## config.mk

```make
export PLATFORM = sky130hd
export DESIGN_NAME = uart_rx_flat
export DESIGN_NICKNAME = d
export VERILOG_FILES = /design/src/rtl/uart_rx_if.sv /design/src/rtl/uart_rx.sv /design/src/flat_wrapper.sv
export SDC_FILE = /design/constraint.sdc
export NUM_CORES = 1
export LEC_CHECK = 0
export ABC_AREA = 1
export CORE_ASPECT_RATIO = 1.1
export CORE_MARGIN = 2
export CORE_UTILIZATION = 33
export CTS_CLUSTER_SIZE = 10
export DETAILED_ROUTE_END_ITERATION = 7
export PLACE_DENSITY = 0.5
export SLEW_MARGIN = 15
export SYNTH_ARGS = -nofsm -noshare
export SYNTH_HDL_FRONTEND = slang
export SYNTH_SLANG_ARGS = --single-unit
```

## constraint.sdc

```tcl
create_clock -name clk -period 2.3 [get_ports clk]
set_input_delay 0.23 -clock clk [delete_from_list [all_inputs] [get_ports clk]]
set_output_delay 0.23 -clock clk [all_outputs]
set_load 0.02 [all_outputs]
```

## src/rtl/uart_rx_if.sv

```systemverilog
// -----------------------------------------------------------------------------
// uart_rx_if
//   Bundles the serial-line inputs, run/timebase controls and the parallel
//   receive results of uart_rx.
//
//   master : the receiver side (uart_rx). Consumes the line and controls,
//            produces the received byte, strobe and status.
//   slave  : the consumer side (pad driver / RX buffer / bench). Drives the
//            line and controls, observes the results.
//
//   Signals
//     rx_en          1 = receiver runs, 0 = receiver frozen
//     baud_divisor   bit period = baud_divisor+1 clk cycles (>= 3)
//     rx             asynchronous serial line, idle high
//     rx_dr          received payload, first bit in [7]
//     rx_done        one-cycle end-of-frame strobe
//     rx_parity_err  parity mismatch on the last frame
//     rx_frame_err   first stop bit sampled low on the last frame
//     rx_busy        receiver is inside a frame
// -----------------------------------------------------------------------------
interface uart_rx_if;
    logic        rx_en;
    logic [24:0] baud_divisor;
    logic        rx;
    logic [7:0]  rx_dr;
    logic        rx_done;
    logic        rx_parity_err;
    logic        rx_frame_err;
    logic        rx_busy;

    modport master (
        input  rx_en,
        input  baud_divisor,
        input  rx,
        output rx_dr,
        output rx_done,
        output rx_parity_err,
        output rx_frame_err,
        output rx_busy
    );

    modport slave (
        output rx_en,
        output baud_divisor,
        output rx,
        input  rx_dr,
        input  rx_done,
        input  rx_parity_err,
        input  rx_frame_err,
        input  rx_busy
    );
endinterface

```

## src/rtl/uart_rx.sv

```systemverilog
// -----------------------------------------------------------------------------
// uart_rx
//   Serial UART receiver, counterpart of uart_tx on the same baud_divisor
//   timebase. Deserialises MSB-first frames: start bit, payload, optional even
//   parity bit, stop bit. Produces a parallel byte with a one-cycle rx_done
//   strobe plus parity and framing error flags.
//
//   Parameters
//     DATA_BIT       frame bits after start, parity included (payload 1..8)
//     PARITY_BIT_EN  1 = last frame bit is even parity over the payload
//     STOP_BIT       0/1/2 = 1/1.5/2 stop bits; only the first is checked
//
//   Ports
//     clk    clock
//     reset  synchronous, active-low reset
//     bus    uart_rx_if.master: rx_en, baud_divisor, rx in;
//            rx_dr, rx_done, rx_parity_err, rx_frame_err, rx_busy out
// -----------------------------------------------------------------------------
module uart_rx #(
    parameter int DATA_BIT      = 8,
    parameter int PARITY_BIT_EN = 0,
    parameter int STOP_BIT      = 0
) (
    input  logic      clk,
    input  logic      reset,
    uart_rx_if.master bus
);

    localparam int PAYLOAD = DATA_BIT - PARITY_BIT_EN;
    localparam logic [3:0] LAST_DCNT = 4'(PAYLOAD - 1);

    // Reject configurations the datapath cannot represent.
    if (PAYLOAD < 1 || PAYLOAD > 8 || PARITY_BIT_EN > 1 || STOP_BIT > 2) begin : g_bad_params
        $error("uart_rx: unsupported DATA_BIT/PARITY_BIT_EN/STOP_BIT combination");
    end

    typedef enum logic [2:0] {
        S_IDLE,
        S_START,
        S_DATA,
        S_PARITY,
        S_STOP
    } state_t;

    state_t      state_q, state_d;
    logic        rx_meta_q, rx_s_q, rx_prev_q;
    logic [24:0] bcnt_q, bcnt_d;
    logic [3:0]  dcnt_q, dcnt_d;
    logic [7:0]  shift_q, shift_d;
    logic        par_q, par_d;          // running XOR of the payload bits
    logic        perr_q, perr_d;        // parity result of the frame in flight
    logic [7:0]  rx_dr_q, rx_dr_d;
    logic        rx_done_q, rx_done_d;
    logic        rx_perr_q, rx_perr_d;
    logic        rx_ferr_q, rx_ferr_d;

    logic [24:0] half_div;
    logic        bit_end;
    logic [2:0]  bit_idx;

    assign half_div = bus.baud_divisor >> 1;
    assign bit_end  = (bcnt_q == bus.baud_divisor);
    assign bit_idx  = 3'd7 - dcnt_q[2:0];

    always_ff @(posedge clk) begin
        if (!reset) begin
            state_q   <= S_IDLE;
            rx_meta_q <= 1'b1;
            rx_s_q    <= 1'b1;
            rx_prev_q <= 1'b1;
            bcnt_q    <= '0;
            dcnt_q    <= '0;
            shift_q   <= '0;
            par_q     <= 1'b0;
            perr_q    <= 1'b0;
            rx_dr_q   <= '0;
            rx_done_q <= 1'b0;
            rx_perr_q <= 1'b0;
            rx_ferr_q <= 1'b0;
        end else if (bus.rx_en) begin
            rx_meta_q <= bus.rx;
            rx_s_q    <= rx_meta_q;
            rx_prev_q <= rx_s_q;
            state_q   <= state_d;
            bcnt_q    <= bcnt_d;
            dcnt_q    <= dcnt_d;
            shift_q   <= shift_d;
            par_q     <= par_d;
            perr_q    <= perr_d;
            rx_dr_q   <= rx_dr_d;
            rx_done_q <= rx_done_d;
            rx_perr_q <= rx_perr_d;
            rx_ferr_q <= rx_ferr_d;
        end else begin
            // The strobe is the only thing not frozen: it must never
            // stretch past one cycle while the receiver is paused.
            rx_done_q <= 1'b0;
        end
    end

    always_comb begin
        state_d   = state_q;
        bcnt_d    = bcnt_q;
        dcnt_d    = dcnt_q;
        shift_d   = shift_q;
        par_d     = par_q;
        perr_d    = perr_q;
        rx_dr_d   = rx_dr_q;
        rx_done_d = 1'b0;
        rx_perr_d = rx_perr_q;
        rx_ferr_d = rx_ferr_q;

        case (state_q)
            S_IDLE: begin
                bcnt_d = '0;
                dcnt_d = '0;
                // Only a 1->0 transition starts a frame, so a held-low
                // line (break) waits here until it has gone high again.
                if (rx_prev_q && !rx_s_q) begin
                    state_d = S_START;
                    par_d   = 1'b0;
                    perr_d  = 1'b0;
                end
            end
            S_START: begin
                if (bcnt_q == half_div) begin
                    bcnt_d  = '0;
                    state_d = rx_s_q ? S_IDLE : S_DATA;
                end else begin
                    bcnt_d = bcnt_q + 25'd1;
                end
            end
            S_DATA: begin
                if (bit_end) begin
                    bcnt_d           = '0;
                    shift_d[bit_idx] = rx_s_q;
                    par_d            = par_q ^ rx_s_q;
                    dcnt_d           = dcnt_q + 4'd1;
                    if (dcnt_q == LAST_DCNT) begin
                        state_d = (PARITY_BIT_EN != 0) ? S_PARITY : S_STOP;
                    end
                end else begin
                    bcnt_d = bcnt_q + 25'd1;
                end
            end
            S_PARITY: begin
                if (bit_end) begin
                    bcnt_d  = '0;
                    perr_d  = rx_s_q ^ par_q;
                    state_d = S_STOP;
                end else begin
                    bcnt_d = bcnt_q + 25'd1;
                end
            end
            S_STOP: begin
                // Return to IDLE at mid-stop so a start bit right after the
                // first stop bit is caught; extra stop time is plain idle.
                if (bit_end) begin
                    bcnt_d    = '0;
                    state_d   = S_IDLE;
                    rx_done_d = 1'b1;
                    rx_dr_d   = shift_q;
                    rx_ferr_d = ~rx_s_q;
                    rx_perr_d = perr_q;
                end else begin
                    bcnt_d = bcnt_q + 25'd1;
                end
            end
            default: begin
                state_d = S_IDLE;
            end
        endcase
    end

    assign bus.rx_dr         = rx_dr_q;
    assign bus.rx_done       = rx_done_q;
    assign bus.rx_parity_err = rx_perr_q;
    assign bus.rx_frame_err  = rx_ferr_q;
    assign bus.rx_busy       = (state_q != S_IDLE);

endmodule

```

## src/flat_wrapper.sv

```systemverilog
// flat-port wrapper written by rule: the top's interface ports become plain ports
module uart_rx_flat 
#(
    parameter int DATA_BIT      = 8,
    parameter int PARITY_BIT_EN = 0,
    parameter int STOP_BIT      = 0
)
  (clk, reset, bus_rx_en, bus_baud_divisor, bus_rx, bus_rx_dr, bus_rx_done, bus_rx_parity_err, bus_rx_frame_err, bus_rx_busy);
  uart_rx_if bus_i ();
  input  logic clk;
  input  logic reset;
  input wire logic [$bits(bus_i.rx_en)-1:0] bus_rx_en;
  input wire logic [$bits(bus_i.baud_divisor)-1:0] bus_baud_divisor;
  input wire logic [$bits(bus_i.rx)-1:0] bus_rx;
  output wire logic [$bits(bus_i.rx_dr)-1:0] bus_rx_dr;
  output wire logic [$bits(bus_i.rx_done)-1:0] bus_rx_done;
  output wire logic [$bits(bus_i.rx_parity_err)-1:0] bus_rx_parity_err;
  output wire logic [$bits(bus_i.rx_frame_err)-1:0] bus_rx_frame_err;
  output wire logic [$bits(bus_i.rx_busy)-1:0] bus_rx_busy;
  assign bus_i.rx_en = bus_rx_en;
  assign bus_i.baud_divisor = bus_baud_divisor;
  assign bus_i.rx = bus_rx;
  assign bus_rx_dr = bus_i.rx_dr;
  assign bus_rx_done = bus_i.rx_done;
  assign bus_rx_parity_err = bus_i.rx_parity_err;
  assign bus_rx_frame_err = bus_i.rx_frame_err;
  assign bus_rx_busy = bus_i.rx_busy;
  uart_rx #(.DATA_BIT(DATA_BIT), .PARITY_BIT_EN(PARITY_BIT_EN), .STOP_BIT(STOP_BIT)) u_core (.clk(clk), .reset(reset), .bus(bus_i));
endmodule
```

==> results.txt <==
----------------------------------------------------
[Worst hold path]
  Hold path cells ... 2
  Hold Startpoint ... u_core.shift_q[5]
  Hold path endpoint ... u_core.shift_q[5]
  Worst hold-check path type ... reg2reg

[Synth]
  Fraction of the mapped netlist area in compound gates ... 11.26%
  Largest family of logic cells by synthesized area ... simple AND/OR/NAND/NOR gates
  Number of storage elements in the synthesis netlist ... 56
  Commonest cells in the synthesized netlist ... nand2_1, inv_1, dfxtp_1, nor2_1, inv_2
  Synthesized net count ... 600
  Library cell with the highest instance count after synthesis ... nand2_1
  Share of the synthesized netlist area taken by xor and xnor gates ... 5.882%
  Area share of the leading cell type in the synthesized netlist ... 30.12%
  Basic-gate share of the synthesized area counting and, or, nand and nor cells ... 40.10%
  Number of flops mapped to enable cells by yosys ... 0
  Synth warnings ... 0
  Register area share after synthesis ... 30.12%
  Area of the mapped netlist ... 0.003722 mm²
  Cell count after synthesis ... 569
  Synth area leaders ... dfxtp_1, nand2_1, inv_1
  Number of library cell types mapped by synthesis ... 35
  Area share of fa/ha/maj cells after synthesis ... 0.6723%
  Cell accounting for the most synthesized area ... dfxtp_1
  Synth async-reset ratio ... 0%
  Syn Area/Cell ... 6.542 µm²
  Portion of netlist area occupied by mux cells ... 0%
  Main flop type after synthesis ... dfxtp_1

[Power]
  Power density of the placed cells ... 572.5 mW/mm²
  Power Total ... 2.563 mW
  Static Leak ... 1.831 nW
  Worst-case vdd ir drop ... 432.6 µV

[Clock tree]
  Number of H-tree branching levels ... 2
  TritonCTS clock tree ... built
  Number of cells upsized or downsized after cts ... 0
  TritonCTS Sinks ... 56
  CTS Root Buffer Type ... clkbuf_16
  Post-CTS setup repair buffer count ... 0
  Bufs on Longest Clock Path ... 2
  Count of hold-fix buffers inserted at cts ... 0
  Clock slew at the register clock pins of the worst setup and hold paths ... 80 ps
  Clock latency of the later-clocked register in the worst-skew pair ... 290 ps
  Cts bufs inserted ... 5

[Finish]
  Final core utilization ... 40.84%
  Fraction of final layout cells sized beyond drive strength 1 ... 18.74%
  Area of the multi-input gates ... 0.002156 mm²
  Nets ... 649
  Design area ... 0.004477 mm²
  Antenna Diode Count ... 0
  Final Non-Filler Cells ... 766
  Area growth from synthesis to layout ... 20.27%
  Area taken by flip-flops and latches ... 0.001121 mm²
  Filler cell count ... 1,189

[Route]
  Length of the first detailed-routing pass in iterations ... 4
  Drt initial violations ... 148
  Number of routed nets with antenna violations ... 0
  Post-detailed-route wirelength per cell ... 12.20 µm
  Total Routed Length ... 9346 µm
  Via count ... 3,475
  DRC Markers ... 0
  Post-detailed-route via-to-cell ratio ... 4.537

[Placed design]
  Placement Setup Slack ... 28.68 ps
  Cell area reported after detailed placement ... 0.004330 mm²
  Final HPWL DP ... 7545 µm
  Gp weighted congestion ... 0.8274
  Placed cells ... 758
  PortBufs ... 40

[Global route]
  Pin count of the biggest net entering global routing ... 19
  Via count of the first global-routing pass ... 3,569
  Most utilized layer in the global route result ... met2
  Sum of overflow across all layers after global routing ... 0
  Number of antenna violations at the first check in global routing ... 0
  Met3 demand-to-capacity share in global routing ... 2.324%
  Met1 layer usage reported by global route ... 20.74%
  Global-route met2 utilization ... 30.62%
  Global-route wire length before repair ... 16,680 µm
  Global Route Usage Sum ... 16.79%

[Timing]
  Crit share post-route ... 87.07%
  Setup repair after global routing missed its margin ... no
  Final setup fails ... 0
  Fmax achieved ... 499.3 MHz
  Final TNS setup ... 0 ps
  Max Transition Viols Final ... 0
  Min Hold Slack ... 446.4 ps
  Worst slew pin tran ... 471.8 ps
  Time the final worst path needs with I/O delays and setup ... 2003 ps
  Final hold violation count ... 0
  Relative max-transition margin ... 68.25%
  Final critical-path setup slack ... 297.4 ps
  Worst clock skew ... 5.323 ps

[Setup path]
  Flop2flop setup slack ... 300 ps
  Data arrival time at the worst-slack endpoint ... 2230 ps
  Startpoint of the worst-slack reg-to-reg timing path ... u_core.bcnt_q[16]
  Highest net fanout along the worst path ... 8
  CP required ... 2520 ps
  Worst Path Class, Setup ... reg2reg
  Critical path endpoint category ... flip-flop
  Number of cells on the worst reg-to-reg path ... 11
  CP startpoint kind ... flip-flop
  RR Endpoint ... u_core.shift_q[0]

[Die]
  Top Ports ... 41
  Die Area ... 0.01215 mm²
  Std cell rows ... 40
  Initial cell density of the core ... 33.96%
  Die W ... 105.3 µm
  Area of the placeable core ... 0.01096 mm²
  Die Y ... 115.4 µm

[Run status]
  Run status ... finished clean

[Run]
  Total of max-cap violations ... 0

----------------------------------------------------
[registers in the layout, indices dropped and copies added, names as in the netlist]
register / flops
u_core.bus.rx_done: 1
u_core.bus.rx_parity_err: 1
u_core.par_q: 1
u_core.bus.rx_frame_err: 1
u_core.rx_meta_q: 1
u_core.rx_prev_q: 1
u_core.bcnt_q: 25
u_core.dcnt_q: 4
u_core.rx_s_q: 1
u_core.bus.rx_dr: 8
u_core.shift_q: 8
u_core.perr_q: 1
u_core.state_q: 3
[cell families after synthesis]
| kind of cell | count (synthesis) |
|---|---|
| and+or+nand+nor | 306 |
| AOI/OAI and AO/OA | 70 |
| xor gates and xnor gates | 25 |
| DFF | 56 |
| adders and majority gates | 2 |
| buffers and inverters | 110 |
[layout make-up]
type / instances / share of cell area (%)
multi-input combinational: 403 / 48.16
sequential: 56 / 25.04
timing repair buffer: 53 / 11.12
inverter: 99 / 8.301
tap: 147 / 4.108
clock buffer: 5 / 2.795
clock inverter: 3 / 0.4751
[critical path, stage by stage (launching register included)]
cell and delay, ps:
dfxtp_1 520, inv_2 90, nand2_1 70, nand2_1 70, nor2_1 100, nand2_1 90
nor2_4 150, nand3_4 130, buf_4 180, nor3_4 250, nand3_1 120, a21oi_1 160
[where the power goes]
group,internal (mW),leakage (nW),switching [mW]
combinational,0.269,1.31,0.468
clock,0.407,0.0702,0.371
sequential,1.00,0.452,0.0460
[per-layer routing]
metal / vias up / part of all wire (%)
met5: - / 0
met4: 0 / 1.9
met3: 13 / 2.9
met2: 45 / 49
met1: 1553 / 46
li1: 1864 / -
[cell usage in the layout (no fill, tap or decap)]
| cell type | count |
|---|---|
| a21oi_1 | 23 |
| a21oi_2 | 9 |
| a21oi_4 | 1 |
| buf_4 | 13 |
| clkbuf_16 | 5 |
| clkdlybuf4s50_1 | 40 |
| clkinv_1 | 1 |
| clkinv_2 | 1 |
| clkinvlp_4 | 1 |
| dfxtp_1 | 56 |
| ha_1 | 2 |
| inv_1 | 61 |
| inv_2 | 37 |
| inv_6 | 1 |
| nand2_1 | 152 |
| nand2_2 | 6 |
| nand2_4 | 2 |
| nand3_1 | 36 |
| nand3_2 | 15 |
| nand3_4 | 2 |
| nand4_1 | 3 |
| nor2_1 | 56 |
| nor2_2 | 5 |
| nor2_4 | 8 |
| nor3_1 | 13 |
| nor3_2 | 4 |
| nor3_4 | 1 |
| nor3b_2 | 1 |
| nor4_1 | 1 |
| o2111ai_1 | 2 |
| o211ai_1 | 1 |
| o21ai_0 | 22 |
| o21ai_1 | 8 |
| o21ai_2 | 3 |
| o21bai_1 | 1 |
| or2_2 | 1 |
| xnor2_1 | 12 |
| xor2_1 | 13 |
[worst max-delay path by stage]
| stage | from | endpoint | slack (ps) | cells after the start |
|---|---|---|---|---|
| detailed placement | bus_baud_divisor[18] | u_core.shift_q[4] | 30 | 13 |
| CTS | u_core.bcnt_q[16] | u_core.shift_q[0] | 250 | 11 |
| finish | u_core.bcnt_q[16] | u_core.shift_q[0] | 300 | 11 |
| global placement | bus_baud_divisor[18] | u_core.shift_q[0] | 50 | 12 |
| global route | u_core.bcnt_q[5] | u_core.bcnt_q[21] | 10 | 13 |
| floorplan | u_core.bcnt_q[0] | u_core.bcnt_q[12] | 610 | 12 |
Note: power is estimated with default switching activity, not from simulation.
